[src/rtl/m_axi_wr.sv]
// m_axi_wr -- single-burst AXI4 write master.
//
// Accepts one write command (start address + awlen), issues it on AW, then
// passes write beats straight from the din stream onto W, waits for the B
// response and reports it with a one-cycle done pulse.
//
// Optional feature: define M_AXI_WR_BOUNDARY_EN to reject bursts that would
// cross a 4 KB boundary. A rejected burst skips AW/W/B, consumes no din beats
// and finishes with done_resp = 2'b10 (SLVERR).
//
// Ports
//   m_axi_aclk, m_axi_areset : clock, synchronous active-high reset
//   cmd_*                    : command in (valid/ready, addr, len)
//   din_*                    : write beats in (valid/ready, data, strb)
//   done_valid, done_resp    : completion pulse and its response
//   m_axi_aw* / m_axi_w* / m_axi_b* : AXI4 write channels
//   dbg_state                : current FSM state (IDLE=0 ADDR=1 DATA=2 RESP=3 DONE=4)
//
// Handshake rule on every channel: a transfer happens on a rising edge where
// valid and ready are both high; a valid, once raised, holds itself and its
// payload stable until that edge, and never waits on ready to rise.
module m_axi_wr #(
  parameter int ID_WIDTH   = 1,
  parameter int DATA_WIDTH = 32,
  parameter int ADDR_WIDTH = 32
) (
  input  logic                      m_axi_aclk,
  input  logic                      m_axi_areset,
  input  logic                      cmd_valid,
  output logic                      cmd_ready,
  input  logic [ADDR_WIDTH-1:0]     cmd_addr,
  input  logic [7:0]                cmd_len,
  input  logic                      din_valid,
  output logic                      din_ready,
  input  logic [DATA_WIDTH-1:0]     din_data,
  input  logic [DATA_WIDTH/8-1:0]   din_strb,
  output logic                      done_valid,
  output logic [1:0]                done_resp,
  output logic [ID_WIDTH-1:0]       m_axi_awid,
  output logic [ADDR_WIDTH-1:0]     m_axi_awaddr,
  output logic [7:0]                m_axi_awlen,
  output logic [2:0]                m_axi_awsize,
  output logic [1:0]                m_axi_awburst,
  output logic                      m_axi_awlock,
  output logic [3:0]                m_axi_awcache,
  output logic [2:0]                m_axi_awprot,
  output logic [3:0]                m_axi_awqos,
  output logic                      m_axi_awuser,
  output logic                      m_axi_awvalid,
  input  logic                      m_axi_awready,
  output logic [DATA_WIDTH-1:0]     m_axi_wdata,
  output logic [DATA_WIDTH/8-1:0]   m_axi_wstrb,
  output logic                      m_axi_wlast,
  output logic                      m_axi_wvalid,
  input  logic                      m_axi_wready,
  input  logic [ID_WIDTH-1:0]       m_axi_bid,
  input  logic [1:0]                m_axi_bresp,
  input  logic                      m_axi_bvalid,
  output logic                      m_axi_bready,
  output logic [2:0]                dbg_state
);

  localparam int         BYTES   = DATA_WIDTH / 8;
  localparam logic [2:0] AW_SIZE = 3'($clog2(BYTES));

  typedef enum logic [2:0] {
    S_IDLE = 3'd0,
    S_ADDR = 3'd1,
    S_DATA = 3'd2,
    S_RESP = 3'd3,
    S_DONE = 3'd4
  } state_t;

  state_t     state;
  logic [7:0] beat_cnt;   // beats still to send after the current one
  logic       in_data;
  logic       cross_4k;

  // Constant AW attributes: full-width INCR bursts, no special attributes.
  assign m_axi_awid    = '0;
  assign m_axi_awsize  = AW_SIZE;
  assign m_axi_awburst = 2'b01;
  assign m_axi_awlock  = 1'b0;
  assign m_axi_awcache = 4'd0;
  assign m_axi_awprot  = 3'd0;
  assign m_axi_awqos   = 4'd0;
  assign m_axi_awuser  = 1'b0;

  // W is a zero-latency pass-through of din, opened only in DATA so no
  // write beat can precede the completed address handshake.
  assign in_data      = (state == S_DATA);
  assign m_axi_wvalid = in_data & din_valid;
  assign din_ready    = in_data & m_axi_wready;
  assign m_axi_wdata  = din_data;
  assign m_axi_wstrb  = din_strb;
  assign m_axi_wlast  = in_data & (beat_cnt == 8'd0);

  assign dbg_state = state;

`ifdef M_AXI_WR_BOUNDARY_EN
  // End offset of the burst within its 4 KB page; up to 256 beats of
  // 128 bytes plus a 12-bit start offset fits in 18 bits.
  logic [17:0] burst_end;
  assign burst_end = 18'(cmd_addr[11:0]) + 18'((32'(cmd_len) + 32'd1) * BYTES);
  assign cross_4k  = (burst_end > 18'd4096);
`else
  assign cross_4k = 1'b0;
`endif

  // The response ID is not used: only one burst is ever outstanding.
  logic unused_ok;
  assign unused_ok = ^m_axi_bid;

  always_ff @(posedge m_axi_aclk) begin
    if (m_axi_areset) begin
      state         <= S_IDLE;
      cmd_ready     <= 1'b1;
      m_axi_awvalid <= 1'b0;
      m_axi_bready  <= 1'b0;
      done_valid    <= 1'b0;
      done_resp     <= 2'b00;
      beat_cnt      <= 8'd0;
      m_axi_awaddr  <= '0;
      m_axi_awlen   <= 8'd0;
    end else begin
      case (state)
        S_IDLE: begin
          if (cmd_valid) begin
            cmd_ready    <= 1'b0;
            m_axi_awaddr <= cmd_addr;
            m_axi_awlen  <= cmd_len;
            beat_cnt     <= cmd_len;
            if (cross_4k) begin
              // Rejected burst: report SLVERR without touching the bus.
              state      <= S_DONE;
              done_valid <= 1'b1;
              done_resp  <= 2'b10;
            end else begin
              state         <= S_ADDR;
              m_axi_awvalid <= 1'b1;
            end
          end
        end
        S_ADDR: begin
          if (m_axi_awready) begin
            m_axi_awvalid <= 1'b0;
            state         <= S_DATA;
          end
        end
        S_DATA: begin
          if (m_axi_wvalid && m_axi_wready) begin
            if (beat_cnt == 8'd0) begin
              state        <= S_RESP;
              m_axi_bready <= 1'b1;
            end else begin
              beat_cnt <= beat_cnt - 8'd1;
            end
          end
        end
        S_RESP: begin
          if (m_axi_bvalid) begin
            m_axi_bready <= 1'b0;
            done_resp    <= m_axi_bresp;
            done_valid   <= 1'b1;
            state        <= S_DONE;
          end
        end
        S_DONE: begin
          done_valid <= 1'b0;
          cmd_ready  <= 1'b1;
          state      <= S_IDLE;
        end
        default: begin
          state         <= S_IDLE;
          cmd_ready     <= 1'b1;
          m_axi_awvalid <= 1'b0;
          m_axi_bready  <= 1'b0;
          done_valid    <= 1'b0;
        end
      endcase
    end
  end

endmodule

[config.mk]
export PLATFORM = sky130hd
export DESIGN_NAME = m_axi_wr
export DESIGN_NICKNAME = d
export VERILOG_FILES = /design/src/rtl/m_axi_wr.sv
export SDC_FILE = /design/constraint.sdc
export NUM_CORES = 1
export LEC_CHECK = 0
export BUFFER_PORTS_ARGS = -buffer_cell sky130_fd_sc_hd__buf_4
export CAP_MARGIN = 20
export CORE_ASPECT_RATIO = 1.75
export CORE_UTILIZATION = 34
export DETAILED_ROUTE_END_ITERATION = 7
export PLACE_DENSITY = 0.76
export SKIP_LAST_GASP = 1
export SYNTH_ARGS = -nofsm -noshare
export SYNTH_HDL_FRONTEND = slang
export SYNTH_SLANG_ARGS = --single-unit
[constraint.sdc]
create_clock -name m_axi_aclk -period 2.9 [get_ports m_axi_aclk]
set_clock_uncertainty 0.15 [all_clocks]
set_input_delay 0.29 -clock m_axi_aclk [delete_from_list [all_inputs] [get_ports m_axi_aclk]]
set_output_delay 0.29 -clock m_axi_aclk [all_outputs]
set_load 0.01 [all_outputs]
**Yosys cells after proc, flatten, opt, wreduce, memory -nomap -nowiden**

Index checks and enable logic that the tools add are counted.
W data, S select, Z words.

- Add/subtract/negate cells: 1
- Bitwise operators: 7
- Mux-type cells: 21
- Reductions and logical operators: 16
- Equality and inequality tests: 10

Operator list:

| operator | count |
|---|---|
| $mux W8 | 3 |
| $pmux W8 S2 | 1 |
| $mux W3 | 5 |
| $pmux W3 S4 | 1 |
| $reduce_or A3 Y1 | 4 |
| $logic_not A8 Y1 | 1 |
| $ne A2 B2 Y1 const B | 4 |
| $reduce_and A2 Y1 | 4 |
| $reduce_and A4 Y1 | 2 |
| $sub A8 B1 Y8 const B | 1 |
| $mux W1 | 7 |
| $eq A3 B2 Y1 const B | 2 |
| $pmux W1 S3 | 2 |
| $reduce_and A5 Y1 | 1 |
| $ne A2 B1 Y1 const B | 2 |
| $not A1 Y1 | 4 |
| $pmux W1 S2 | 2 |
| $and A1 B1 Y1 | 3 |
| $eq A3 B1 Y1 const B | 1 |
| $eq A3 B3 Y1 const B | 1 |
| $logic_not A3 Y1 | 1 |
| $reduce_and A3 Y1 | 1 |
| $reduce_bool A2 Y1 | 1 |
| $logic_and A1 B1 Y1 | 1 |

- Output and inout port bits: 107
- Logic and storage cells: 64
- Register bits: 57
- Input port bits: 86

**Longest topological paths before layout**

Gate-level depths: netlist of run 1.

- Word-level depth: 5
- Mapped depth: 8
- Depth with buffers taken out: 7

**Worst setup path before layout of run 1**

OpenSTA, ideal clock, no wires.

- Path type: reg2reg
- From: reg beat_cnt[0]
- To: reg beat_cnt[7]
- Data required time: 2.618 ns
- Path buffers: 1
- Path slack: 0.901 ns
- Period minus slack after synthesis: 1.999 ns
- Stages on the path, launching flop included: 9
- Arrival: 1.716 ns
- Setup time: 0.132 ns
- Path through: dfxtp_1 -> inv_1 -> ha_1 -> or4b_1 -> or3_1 -> clkbuf_1 -> inv_2 -> a211o_1 -> a21oi_1

- Longest elaborated chain between the ends: 4
- Elaborated cells between the ends (all ways): 7
- Classes of those cells: add/sub: 1; eq/ne: 1; mux: 3; reduce/logical: 2

Ends and longest elaborated chain:

| item | line | source |
|---|---|---|
| from (decl) | 75 | `logic [7:0] beat_cnt;` |
| from (signal assigned) | 132 | `beat_cnt <= cmd_len;` |
| from (signal assigned) | 156 | `beat_cnt <= beat_cnt - 8'd1;` |
| $sub A8 B1 Y8 | 156 |  |
| $mux W8 | 152 | `if (beat_cnt == 8'd0) begin` |
| $mux W8 | 151 | `if (m_axi_wvalid && m_axi_wready) begin` |
| $pmux W8 S2 | 126 | `case (state)` |

Parallel ways exist; a longest one is shown, timed or not. The select of a mux whose other input is x is not followed.
A chain may end at the register's enable or synchronous reset.

**Worst setup path after layout of run 1**

- From: reg beat_cnt[0]
- To: out m_axi_wlast

- Longest elaborated chain between the ends: 2

Ends and longest elaborated chain:

| item | line | source |
|---|---|---|
| $logic_not A8 Y1 | 96 | `assign m_axi_wlast = in_data & (beat_cnt == 8'd0);` |
| $and A1 B1 Y1 | 96 |  |
| to (decl) | 53 | `output logic m_axi_wlast,` |

No other way between the ends.

==> summary.md, run 1 <==
| Metric | Value |
|---|---|
| Pre-antenna DRT Iters | `4` |
| Routed Wire Length | `roughly 7000 um` |
| Maximum vdd ir drop | `around 0.33 mV` |
| # IOs | `between 150 and 200` |
| Post-synthesis sequential area ratio | `around two fifths` |
| Yosys warns | `0` |
| Post-synth EDFFs | `0` |
| Setup Buffers After CTS | `0` |
| Asr flop ratio synth | `0%` |
| Power per cell area | `between 600 and 700 nW/um2` |
| Vias per cell | `4.92` |
| RSZ-0062 raised after global routing | `false` |
| Maximum net fanout on the critical path | `6` |
| Clk_lat worst skew | `between 0.3 and 0.4 ns` |
| CTS sink cnt | `57` |
| R2R setup slack | `between 0.7 and 0.8 ns` |
| Setup TNS | `0 ns` |
| Gate power share | `between 10% and 20%` |
| H-tree depth | `3` |
| Largest net degree at the start of global routing | `60` |
| CP Launch Type | `flop` |
| Die W | `69.8 um` |
| Number of global-route vias before repair | `around 2.3k` |
| Crit Path Class | `reg2out` |
| Syn Inst Count | `roughly 360` |
| GR Overflow Total | `0` |
| Row count | `42` |
| Count of distinct cell types in the synthesized netlist | `40` |
| FMAX | `0.386 GHz` |
| Final setup margin | `0.308 ns` |
| Mean cell area of the mapped netlist | `between 7 and 8 um2` |
| Routed vias | `roughly 2.5k` |
| Post-DP HPWL | `just over 5000 um` |
| Sequential share of power | `about two fifths` |
| Drt initial violations | `~130` |
| Core area | `between 7000 and 8000 um2` |
| Net Sw Power | `roughly 0.00058 W` |
| Diodes inserted | `0` |
| # nets final | `~500` |
| Initial antenna violation count | `0` |
| Area growth, synth to finish | `28.7%` |
| GRT Overall Usage | `between 15 and 20%` |
| Final Slew Violations | `0` |
| Slew margin rel. | `between 50% and 60%` |
| Max cap viols | `0` |
| Endpoints failing setup | `0` |
| Most Used Layer, Global Route | `met2` |
| Measured slew at the worst slew-check pin | `0.625 ns` |
| Residual DRC | `0` |
| GR Util met2 | `about 30%` |
| Worst EP required | `2.46 ns` |
| Die height | `121 um` |
| Met3 usage | `5.67%` |
| Final period util | `89.4%` |
| Met1 Use GR | `between 10% and 20%` |
| Placed Cells incl. Taps | `between 400 and 500` |
| Leak | `~1.6 nW` |
| Post-DRT Antenna Nets | `0` |
| Power Internal | `roughly 0.0017 W` |
| Root Buffer | `clkbuf_16` |
| Setup WS pre-CTS | `around 0.71 ns` |
| # hold bufs at CTS | `0` |
| CP endpoint kind | `output port` |
| GPL Wtd Cong | `0.835` |
| Fin cells | `about 510` |
| Status | `complete, no violations` |
| Hold Fails Final Rpt | `0` |
| CTS buffer count | `9` |
| Mapped cell area | `~2700 um2` |
| Post-layout minimum cycle time | `approximately 2.6 ns` |
| Share of post-route cells with drive strength above 1 | `29.4%` |
| Post-cts sizing count | `0` |
| CP arrival | `approximately 2.2 ns` |
| Die area | `between 8000 and 9000 um2` |
| First-pass GRT wire length | `11200 um` |
| Post-synthesis register bit count | `57` |
| Sw Ratio | `between 20 and 30%` |
| IO Port Bufs | `100` |
| CTS tree | `built` |
| Top FF cell, synth | `dfxtp_1` |
| Max Root-Sink Buffers | `2` |
| Hold Crit Class | `in2reg` |
| Clk slew on worst S/H paths | `~0.050 ns` |
| Wirelength per Cell | `~14 um` |
| Initial Utilization | `35.6%` |
| Clock power frac | `about 45%` |
-- Yosys cell counts (2+ instances only) --
| cell type | n | area, um2 |
|---|---|---|
| conb_1 | 2 | 7.51 |
| o21a_1 | 2 | 15.0 |
| o211ai_1 | 2 | 15.0 |
| and3_1 | 2 | 12.5 |
| nor3_1 | 7 | 35.0 |
| a211oi_1 | 3 | 22.5 |
| and2_1 | 4 | 25.0 |
| nor2_1 | 6 | 22.5 |
| nand2b_1 | 7 | 43.8 |
| ha_1 | 2 | 25.0 |
| or4_1 | 2 | 15.0 |
| o32ai_1 | 3 | 26.3 |
| a21oi_1 | 50 | 250 |
| buf_4 | 55 | 413 |
| clkbuf_1 | 19 | 71.3 |
| inv_1 | 4 | 15.0 |
| o21ai_0 | 10 | 50.1 |
| nand3_1 | 2 | 10.0 |
| or3_1 | 3 | 18.8 |
| a31oi_1 | 2 | 12.5 |
| nor2b_1 | 2 | 12.5 |
| nand2_1 | 91 | 342 |
| buf_2 | 2 | 10.0 |
| dfxtp_1 | 57 | 1140 |
-- flip-flops by register name, summed over array words and instances, names as in the netlist --
signal / count
done_valid: 1
m_axi_awaddr: 32
m_axi_awvalid: 1
m_axi_awlen: 8
dbg_state: 3
done_resp: 2
cmd_ready: 1
beat_cnt: 8
m_axi_bready: 1
-- cell type report --
type,instances,area [um2]
Multi-Input combinational cell,234,1150
Inverter,5,18.8
Sequential cell,57,1140
Timing Repair Buffer,107,803
Clock buffer,12,256
Clock inverter,3,40.0
Tap cell,88,110
Fill cell,786,4150
-- metrics by stage --
stage	utilization (%)	hold WS (ns)	total power (W)	cell area, um2
final	45.9	0.0671	0.00230	3520
after floorplan	-	0.276	0.00117	2800
after global placement	42.0	0.293	0.00127	3220
after global routing	45.9	0.0602	0.00240	3520
after CTS	45.9	0.0560	0.00233	3520
after detailed placement	42.0	0.298	0.00128	3220
-- worst max-delay path, stage by stage (launching register included) --
cell	delay (ns)
dfxtp_1	0.32
inv_1	0.09
ha_1	0.15
or4b_1	0.49
or3_1	0.49
inv_2	0.15
buf_4	0.14
-- kinds of logic (layout without fill, tap and decap cells) --
kind of cell | Yosys count | count (layout) | share of synthesized area [%]
simple gates | 133 | 133 | 21.6
buf+inv | 81 | 127 | 18.8
compound gates | 80 | 80 | 16.7
other cells | 2 | 19 | 0.275
fa+ha+maj | 2 | 2 | 0.915
flops | 57 | 57 | 41.7
-- cell usage in the layout, fill, tap and decap left out, types with 2 or more instances in the layout --
cell	n
buf_4	107
inv_1	4
clkbuf_16	9
clkinv_2	2
a31oi_1	2
a211oi_1	3
o32ai_1	3
nor3_1	6
or4_1	2
nor2_1	6
o21a_1	2
nor2b_1	2
conb_1	19
a21oi_1	50
dfxtp_1	57
and3_1	2
o211ai_1	2
clkbuf_8	2
nand3_1	2
and2_1	4
o21ai_0	10
ha_1	2
nand2b_1	7
or3_1	3
nand2_1	91
-- power groups by stage --
stage / combinational [W] / clock (W) / sequential (W)
finish: 0.000383 / 0.00103 / 0.000884
global route: 0.000425 / 0.00109 / 0.000891
CTS: 0.000387 / 0.00106 / 0.000883
detailed placement: 0.000385 / 0 / 0.000899
global placement: 0.000378 / 0 / 0.000895
floorplan: 0.000260 / 0 / 0.000910
-- worst paths after layout --
check,cells past startpoint,from,endpoint
max,6,beat_cnt[0],m_axi_wlast
min,3,cmd_addr[27],m_axi_awaddr[27]
max reg2reg,4,dbg_state[1],beat_cnt[7]
min reg2reg,2,m_axi_awlen[7],m_axi_awlen[7]
-- per-layer routing --
layer,up-vias,wire [um]
met5,-,0
li1,1226,-
met4,0,237
met1,1127,2500
met2,113,3680
met3,26,594
No activity file was read; power rests on OpenSTA's default activity.
==> run 2: changes to the inputs <==
ABC_AREA = 1   (was unset)
PLACE_DENSITY = 0.75   (was 0.76)
==> run 2 against run 1 <==
Clock-buffer cell count down 2. Worst setup slack better by 0.63 ns. Non-clock buffer count down 3. Sequential power up 10%. Total power up 24%. Area after synthesis up 5.9%. Via count up 12%. Routed wire length up 13%. First-iteration DRC count up 31%. Critical path type unchanged. Largest power group unchanged.
==> summary.md, run 2 <==
| Metric | Value |
|---|---|
| Synth area leaders | `dfxtp_1 39%, buf_4 14%, nand2_1 12% (was dfxtp_1 42%, buf_4 15%, nand2_1 12%)` |
| Pre-antenna DRT Iters | `4 (unchanged)` |
| Asr flop ratio synth | `0% (unchanged)` |
| Post-DRT Antenna Nets | `0 (unchanged)` |
| Slew margin rel. | `55.8% (was 58.3%)` |
| Biggest regs | `m_axi_awaddr x32, beat_cnt x8, m_axi_awlen x8 (unchanged)` |
| Vias per cell | `5.00 (was 4.92)` |
| Hold path start | `cmd_addr[9] (was cmd_addr[27])` |
| Gate power share | `28.6% (was 16.7%)` |
| CTS tree | `built (unchanged)` |
| Initial Utilization | `35.1% (was 35.6%)` |
| # nets final | `551 (was 502)` |
| Final setup margin | `0.933 ns (was 0.308 ns)` |
| CP peak stage delay | `0.55 ns (was 0.49 ns)` |
| Maximum net fanout on the critical path | `11 (was 6)` |
| Hold Crit Class | `in2reg (unchanged)` |
| Core area | `8260 um2 (was 7670 um2)` |
| Share of post-route cells with drive strength above 1 | `27.6% (was 29.4%)` |
| Most frequent cells in the layout | `104 x buf_4, 90 x nand2_1, 58 x nand3_1 (was 107 x buf_4, 91 x nand2_1, 57 x dfxtp_1)` |
| GR Overflow Total | `0 (unchanged)` |
| Clk_lat worst skew | `0.32 ns (about the same)` |
| Crit Path Class | `reg2out (unchanged)` |
| IO Port Bufs | `100 (unchanged)` |
| Commonest non-fill, non-tap cell in the layout | `buf_4 (unchanged)` |
| R2R depth | `4 (unchanged)` |
| Top-area cell type share of the netlist area | `39.4% (was 41.7%)` |
| Sequential share of power | `34.1% (was 38.4%)` |
| Max cap viols | `0 (unchanged)` |
| Reg-to-Reg Start | `dbg_state[1] (unchanged)` |
| # hold bufs at CTS | `0 (unchanged)` |
| Routed vias | `2800 (was 2492)` |
| Fillers | `846 (was 786)` |
| Post-cts sizing count | `0 (unchanged)` |
| R2R setup slack | `0.97 ns (was 0.72 ns)` |
| GRT Overall Usage | `17.3% (was 17.0%)` |
| FMAX | `0.508 GHz (was 0.386 GHz)` |
| Reg2Reg Capture Point | `m_axi_awaddr[23] (was beat_cnt[7])` |
| Commonest cells post-synth | `90 x nand2_1, 58 x nand3_1, 57 x dfxtp_1 (was 91 x nand2_1, 57 x dfxtp_1, 55 x buf_4)` |
| Post-synthesis register bit count | `57 (unchanged)` |
| # IOs | `193 (unchanged)` |
| Mapped cell area | `2900 um2 (was 2740 um2)` |
| Wirelength per Cell | `14.2 um (was 13.9 um)` |
| Power per cell area | `780 nW/um2 (was 654 nW/um2)` |
| Worst EP required | `2.46 ns (about the same)` |
| Critical path's slowest cell | `dfxtp_1 (was or4b_1)` |
| Sequential cell area | `1140 um2 (unchanged)` |
| Cell Area, Placed | `3350 um2 (was 3220 um2)` |
| Post-DP HPWL | `5620 um (was 5120 um)` |
| CP Launch Type | `flop (unchanged)` |
| Area of the multi-input gates | `1200 um2 (was 1150 um2)` |
| CP cell instances | `nand2_1, nor2_1, buf_4 (was inv_1, ha_1, or4b_1, or3_1, inv_2, buf_4)` |
| Initial antenna violation count | `0 (unchanged)` |
| Hold path depth | `3 (unchanged)` |
| Area growth, synth to finish | `26.2% (was 28.7%)` |
| Syn Inst Count | `408 (was 355)` |
| Die height | `124 um (was 121 um)` |
| Die W | `71.8 um (was 69.8 um)` |
| Drt initial violations | `164 (was 125)` |
| Post-synth EDFFs | `0 (unchanged)` |
| Final period util | `67.8% (was 89.4%)` |
| CTS buffer count | `9 (unchanged)` |
| Largest net degree at the start of global routing | `55 (was 60)` |
| Status | `complete, no violations (unchanged)` |
| Top FF cell, synth | `dfxtp_1 (unchanged)` |
| Setup Buffers After CTS | `0 (unchanged)` |
| Maximum vdd ir drop | `0.361 mV (was 0.328 mV)` |
| Clk slew on worst S/H paths | `0.05 ns (about the same)` |
| Measured slew at the worst slew-check pin | `0.660 ns (was 0.625 ns)` |
| Worst hold endpoint | `m_axi_awaddr[9] (was m_axi_awaddr[27])` |
| Count of distinct cell types in the synthesized netlist | `26 (was 40)` |
| Row count | `44 (was 42)` |
| Top reg by flops | `m_axi_awaddr (unchanged)` |
| Leak | `1.73 nW (was 1.56 nW)` |
| Endpoints failing setup | `0 (unchanged)` |
| Residual DRC | `0 (unchanged)` |
| Hold Fails Final Rpt | `0 (unchanged)` |
| Number of global-route vias before repair | `2618 (was 2335)` |
| Clock power frac | `37.3% (was 44.9%)` |
| Post-synthesis sequential area ratio | `39.4% (was 41.7%)` |
| Power Internal | `0.00191 W (was 0.00172 W)` |
| Net Sw Power | `0.000937 W (was 0.000580 W)` |
| Largest register FFs | `32 (unchanged)` |
| Die area | `8910 um2 (was 8420 um2)` |
| Setup WS pre-CTS | `0.969 ns (was 0.709 ns)` |
| GPL Wtd Cong | `0.904 (was 0.835)` |
| Max Root-Sink Buffers | `2 (unchanged)` |
| Final core occ | `44.3% (was 45.9%)` |
| H-tree depth | `3 (unchanged)` |
| CP endpoint kind | `output port (unchanged)` |
| Final Slew Violations | `0 (unchanged)` |
| Root Buffer | `clkbuf_16 (unchanged)` |
| Yosys warns | `0 (unchanged)` |
| Post-layout minimum cycle time | `1.97 ns (was 2.59 ns)` |
| Sw Ratio | `32.9% (was 25.2%)` |
| Setup TNS | `0 ns (unchanged)` |
| RSZ-0062 raised after global routing | `false (unchanged)` |
| Diodes inserted | `0 (unchanged)` |
| CTS sink cnt | `57 (unchanged)` |
| Routed Wire Length | `7960 um (was 7020 um)` |
| Final Instance Area | `3660 um2 (was 3520 um2)` |
| First-pass GRT wire length | `11700 um (was 11200 um)` |
| Final hold slack | `0.0878 ns (was 0.0671 ns)` |
| CP arrival | `1.53 ns (was 2.15 ns)` |
| Most common cell in the synthesized netlist | `nand2_1 (unchanged)` |
| Mean cell area of the mapped netlist | `7.10 um2 (was 7.70 um2)` |
| Top cell type by total area after synthesis | `dfxtp_1 (unchanged)` |
## run 2: cell type report
class / count / share of cell area [%]
multi-input combinational: 262 / 33.0
sequential: 57 / 31.2
timing repair buffer: 104 / 21.4
clock inverter: 6 / 1.81
tap: 92 / 3.15
inverter: 29 / 2.98
clock buffer: 10 / 6.54
## run 2: power groups by stage
stage                     clock network (W)  registers (W)  logic (W)
final                               0.00106       0.000973   0.000814
after global routing                0.00112       0.000986   0.000908
after CTS                           0.00108       0.000973   0.000820
after detailed placement                  0       0.000988   0.000809
after global placement                    0       0.000983   0.000789
after floorplan                           0        0.00101   0.000547
## run 2: stage by stage
step | total power [W] | std cells
floorplan | 0.00156 | 425
global placement | 0.00177 | 544
detailed placement | 0.00180 | 544
CTS | 0.00288 | 560
global route | 0.00301 | 560
finish | 0.00285 | 560
## run 2: worst max-delay path, delay by kind of cell (launching register included)
kind | cells | cell delay (ns)
flip-flops | 1 | 0.55
AND/OR/NAND/NOR | 2 | 0.52
buffers and inverters | 1 | 0.14
## run 2: worst max path at each step
stage,start,endpoint,slack (ns),cells after the start
after floorplan,beat_cnt[0],beat_cnt[6],1.41,11
after global placement,dbg_state[1],m_axi_awaddr[30],1.03,4
after detailed placement,dbg_state[1],m_axi_awaddr[23],0.97,4
after CTS,dbg_state[1],din_ready,0.91,3
after global routing,beat_cnt[0],beat_cnt[6],0.78,10
final,dbg_state[1],din_ready,0.93,3
## run 2: cells by family after synthesis
kind of cell,Yosys count,share of synthesized area [%]
adder cells (fa/ha/maj),2,0.864
buffers and inverters,106,21.4
AND/OR/NAND/NOR,178,26.9
other,2,0.259
AO/OA/AOI/OAI,63,11.2
flip-flops,57,39.4
## run 2: per-layer routing
metal	part of all wire, %	GRT usage [%]	vias up
met5	0	0	-
met4	9.9	21.2	0
met3	6.5	3.40	69
met2	49	28.8	110
met1	34	16.0	1267
li1	-	-	1354
==> run 3: changes to the inputs <==
PLACE_DENSITY = 0.78   (was 0.75)
clock period = 1.8 ns   (was 2.9 ns; I/O delays follow)
==> run 3 against run 2 <==
Sequential cell count is the same. Worst setup slack worse by 0.89 ns. Critical path depth up 1. First-iteration DRC count up 18%. Sequential power rose by 61%. Sequential share of layout area fell by 3.7 points. Routed wire length increased by 7.9%. Die area stayed put. Global-route usage increased by 1.5 points. Register-to-register slack got worse by 0.79 ns. Critical path type unchanged. Critical endpoint unchanged.
==> summary.md, run 3 (same netlist as run 2, synthesis figures left out) <==
| Metric | Value |
|---|---|
| Cell family with most CP delay | `simple AND/OR/NAND/NOR gates (was flip-flops)` |
| Max Root-Sink Buffers | `2 (unchanged)` |
| CP arrival | `1.43 ns (was 1.53 ns)` |
| Initial antenna violation count | `0 (unchanged)` |
| Root Buffer | `clkbuf_16 (unchanged)` |
| Post-layout minimum cycle time | `roughly 1.8 ns` |
| Drt initial violations | `193 (was 164)` |
| Setup Buffers After CTS | `0 (unchanged)` |
| Initial Utilization | `35.1% (unchanged)` |
| Core area | `8260 um2 (unchanged)` |
| Crit Path Class | `reg2out (unchanged)` |
| R2R depth | `5 (was 4)` |
| Number of global-route vias before repair | `2766 (was 2618)` |
| RSZ-0062 raised after global routing | `true (was false)` |
| Reg2Reg Capture Point | `m_axi_awaddr[4] (was m_axi_awaddr[23])` |
| Hold path depth | `3 (unchanged)` |
| Vias per cell | `4.92 (was 5.00)` |
| Clk_lat worst skew | `0.32 ns (about the same)` |
| Most frequent cells in the layout | `108 x buf_4, 89 x nand2_1, 57 x nand3_1, 57 x dfxtp_1, 52 x a21oi_1 (was 104 x buf_4, 90 x nand2_1, 58 x nand3_1)` |
| Row count | `44 (unchanged)` |
| Post-DP HPWL | `5870 um (was 5620 um)` |
| Final Slew Violations | `0 (unchanged)` |
| FMAX | `0.569 GHz` |
| WL met1 | `2910 um (was 2710 um)` |
| # nets final | `599 (was 551)` |
| Final hold slack | `0.00377 ns (was 0.0878 ns)` |
| GRT Overall Usage | `18.8% (was 17.3%)` |
| GPL Wtd Cong | `0.835 (was 0.904)` |
| Hold path start | `cmd_addr[9] (unchanged)` |
| CP peak stage delay | `0.40 ns (was 0.55 ns)` |
| R2R setup slack | `0.18 ns (was 0.97 ns)` |
| Setup TNS | `0 ns (unchanged)` |
| Clk slew on worst S/H paths | `0.05 ns (about the same)` |
| Diodes inserted | `0 (unchanged)` |
| Post-DRT Antenna Nets | `0 (unchanged)` |
| Met3 Wirelength | `605 um (was 519 um)` |
| H-tree depth | `3 (unchanged)` |
| Share of post-route cells with drive strength above 1 | `27.0% (was 27.6%)` |
| Final period util | `just under 100%` |
| Fillers | `792 (was 846)` |
| Top reg by flops | `m_axi_awaddr (unchanged)` |
| CTS buffer count | `9 (unchanged)` |
| CTS tree | `built (unchanged)` |
| Status | `complete, no violations (unchanged)` |
| Cell Area, Placed | `3420 um2 (was 3350 um2)` |
| Critical path buffers and inverters | `1 (unchanged)` |
| IO Port Bufs | `100 (unchanged)` |
| Leak | `1.95 nW (was 1.73 nW)` |
| Largest register FFs | `32 (unchanged)` |
| Met2 WL post-DR | `4570 um (was 3940 um)` |
| Routed Wire Length | `8590 um (was 7960 um)` |
| DR top layer | `met4 (unchanged)` |
| CP Launch Type | `flop (unchanged)` |
| First-pass GRT wire length | `12700 um (was 11700 um)` |
| Hold Fails Final Rpt | `0 (unchanged)` |
| Max cap viols | `0 (unchanged)` |
| Die area | `8910 um2 (unchanged)` |
| Area growth, synth to finish | `43.1% (was 26.2%)` |
| CTS sink cnt | `57 (unchanged)` |
| Final Instance Area | `4150 um2 (was 3660 um2)` |
| Worst hold endpoint | `m_axi_awaddr[9] (unchanged)` |
| Power per cell area | `1130 nW/um2 (was 780 nW/um2)` |
| Pre-antenna DRT Iters | `4 (unchanged)` |
| Die height | `124 um (unchanged)` |
| Maximum net fanout on the critical path | `11 (unchanged)` |
| Endpoints failing setup | `0 (unchanged)` |
| CP cell instances | `nor2_4, nand2_2, nor2_1, buf_4 (was nand2_1, nor2_1, buf_4)` |
| Largest net degree at the start of global routing | `35 (was 55)` |
| Routed vias | `2982 (was 2800)` |
| Worst EP required | `1.47 ns (was 2.46 ns)` |
| Die W | `71.8 um (unchanged)` |
| CP endpoint kind | `output port (unchanged)` |
| Commonest non-fill, non-tap cell in the layout | `buf_4 (unchanged)` |
| GR Overflow Total | `0 (unchanged)` |
| Residual DRC | `0 (unchanged)` |
| # IOs | `193 (unchanged)` |
| Hold Crit Class | `in2reg (unchanged)` |
| Reg-to-Reg Start | `dbg_state[2] (was dbg_state[1])` |
| Biggest regs | `m_axi_awaddr x32, beat_cnt x8, m_axi_awlen x8 (unchanged)` |
| Maximum vdd ir drop | `0.531 mV (was 0.361 mV)` |
| Critical path's slowest cell | `dfxtp_1 (unchanged)` |
| Wirelength per Cell | `14.2 um (about the same)` |
==> run 3: per-layer routing <==
| metal | vias to the layer above | global-route usage [%] |
|---|---|---|
| met5 | - | 0 |
| met2 | 119 | 33.5 |
| met4 | 0 | 15.7 |
| met1 | 1359 | 17.8 |
| li1 | 1450 | - |
| met3 | 54 | 4.53 |
==> run 3: worst max path at each step <==
stage,from,to,cells after the start
floorplan,beat_cnt[0],beat_cnt[6],11
global placement,beat_cnt[0],beat_cnt[6],11
detailed placement,beat_cnt[0],beat_cnt[6],11
CTS,dbg_state[0],m_axi_wlast,6
global route,beat_cnt[5],m_axi_wlast,6
finish,dbg_state[2],din_ready,4
==> run 3: layout make-up <==
| class | instances | area, um2 | share of cell area, % |
|---|---|---|---|
| sequential | 57 | 1140 | 27.5 |
| clock buffer | 10 | 239 | 5.77 |
| inverter | 29 | 109 | 2.63 |
| timing repair buffer | 152 | 1270 | 30.7 |
| clock inverter | 4 | 45.0 | 1.09 |
| multi-input combinational | 262 | 1220 | 29.6 |
| tap | 92 | 115 | 2.78 |
==> run 3: power by group <==
part	internal, W	leakage (nW)	total, W	switching [W]
combinational	0.000645	1.34	0.00148	0.000832
sequential	0.00145	0.468	0.00157	0.000120
clock	0.00108	0.144	0.00163	0.000549
total	0.00317	1.95	0.00468	0.00150
==> run 3: tightest hold or removal path: stages <==
cell and delay [ns]:
buf_4 0.11, nand3_1 0.07, a21oi_1 0.06
==> run 3: stage by stage <==
| step | cells | setup slack [ns] | utilization (%) | total power [W] |
|---|---|---|---|---|
| finish | 606 | 0.0423 | 50.2 | 0.00468 |
| global route | 606 | -0.0147 | 50.2 | 0.00496 |
| CTS | 606 | 0.0470 | 50.0 | 0.00469 |
| detailed placement | 550 | 0.149 | 41.4 | 0.00295 |
| global placement | 550 | 0.174 | 41.4 | 0.00291 |
| floorplan | 425 | 0.314 | - | 0.00251 |
==> run 3: repair_timing <==
action | CTS | global route
setup endpoints to repair | 3 | 1
endpoints found under the hold margin | 41 | 0
pin swaps | 0 | 2
resized for setup | 3 | 4
hold buffers | 42 | 0
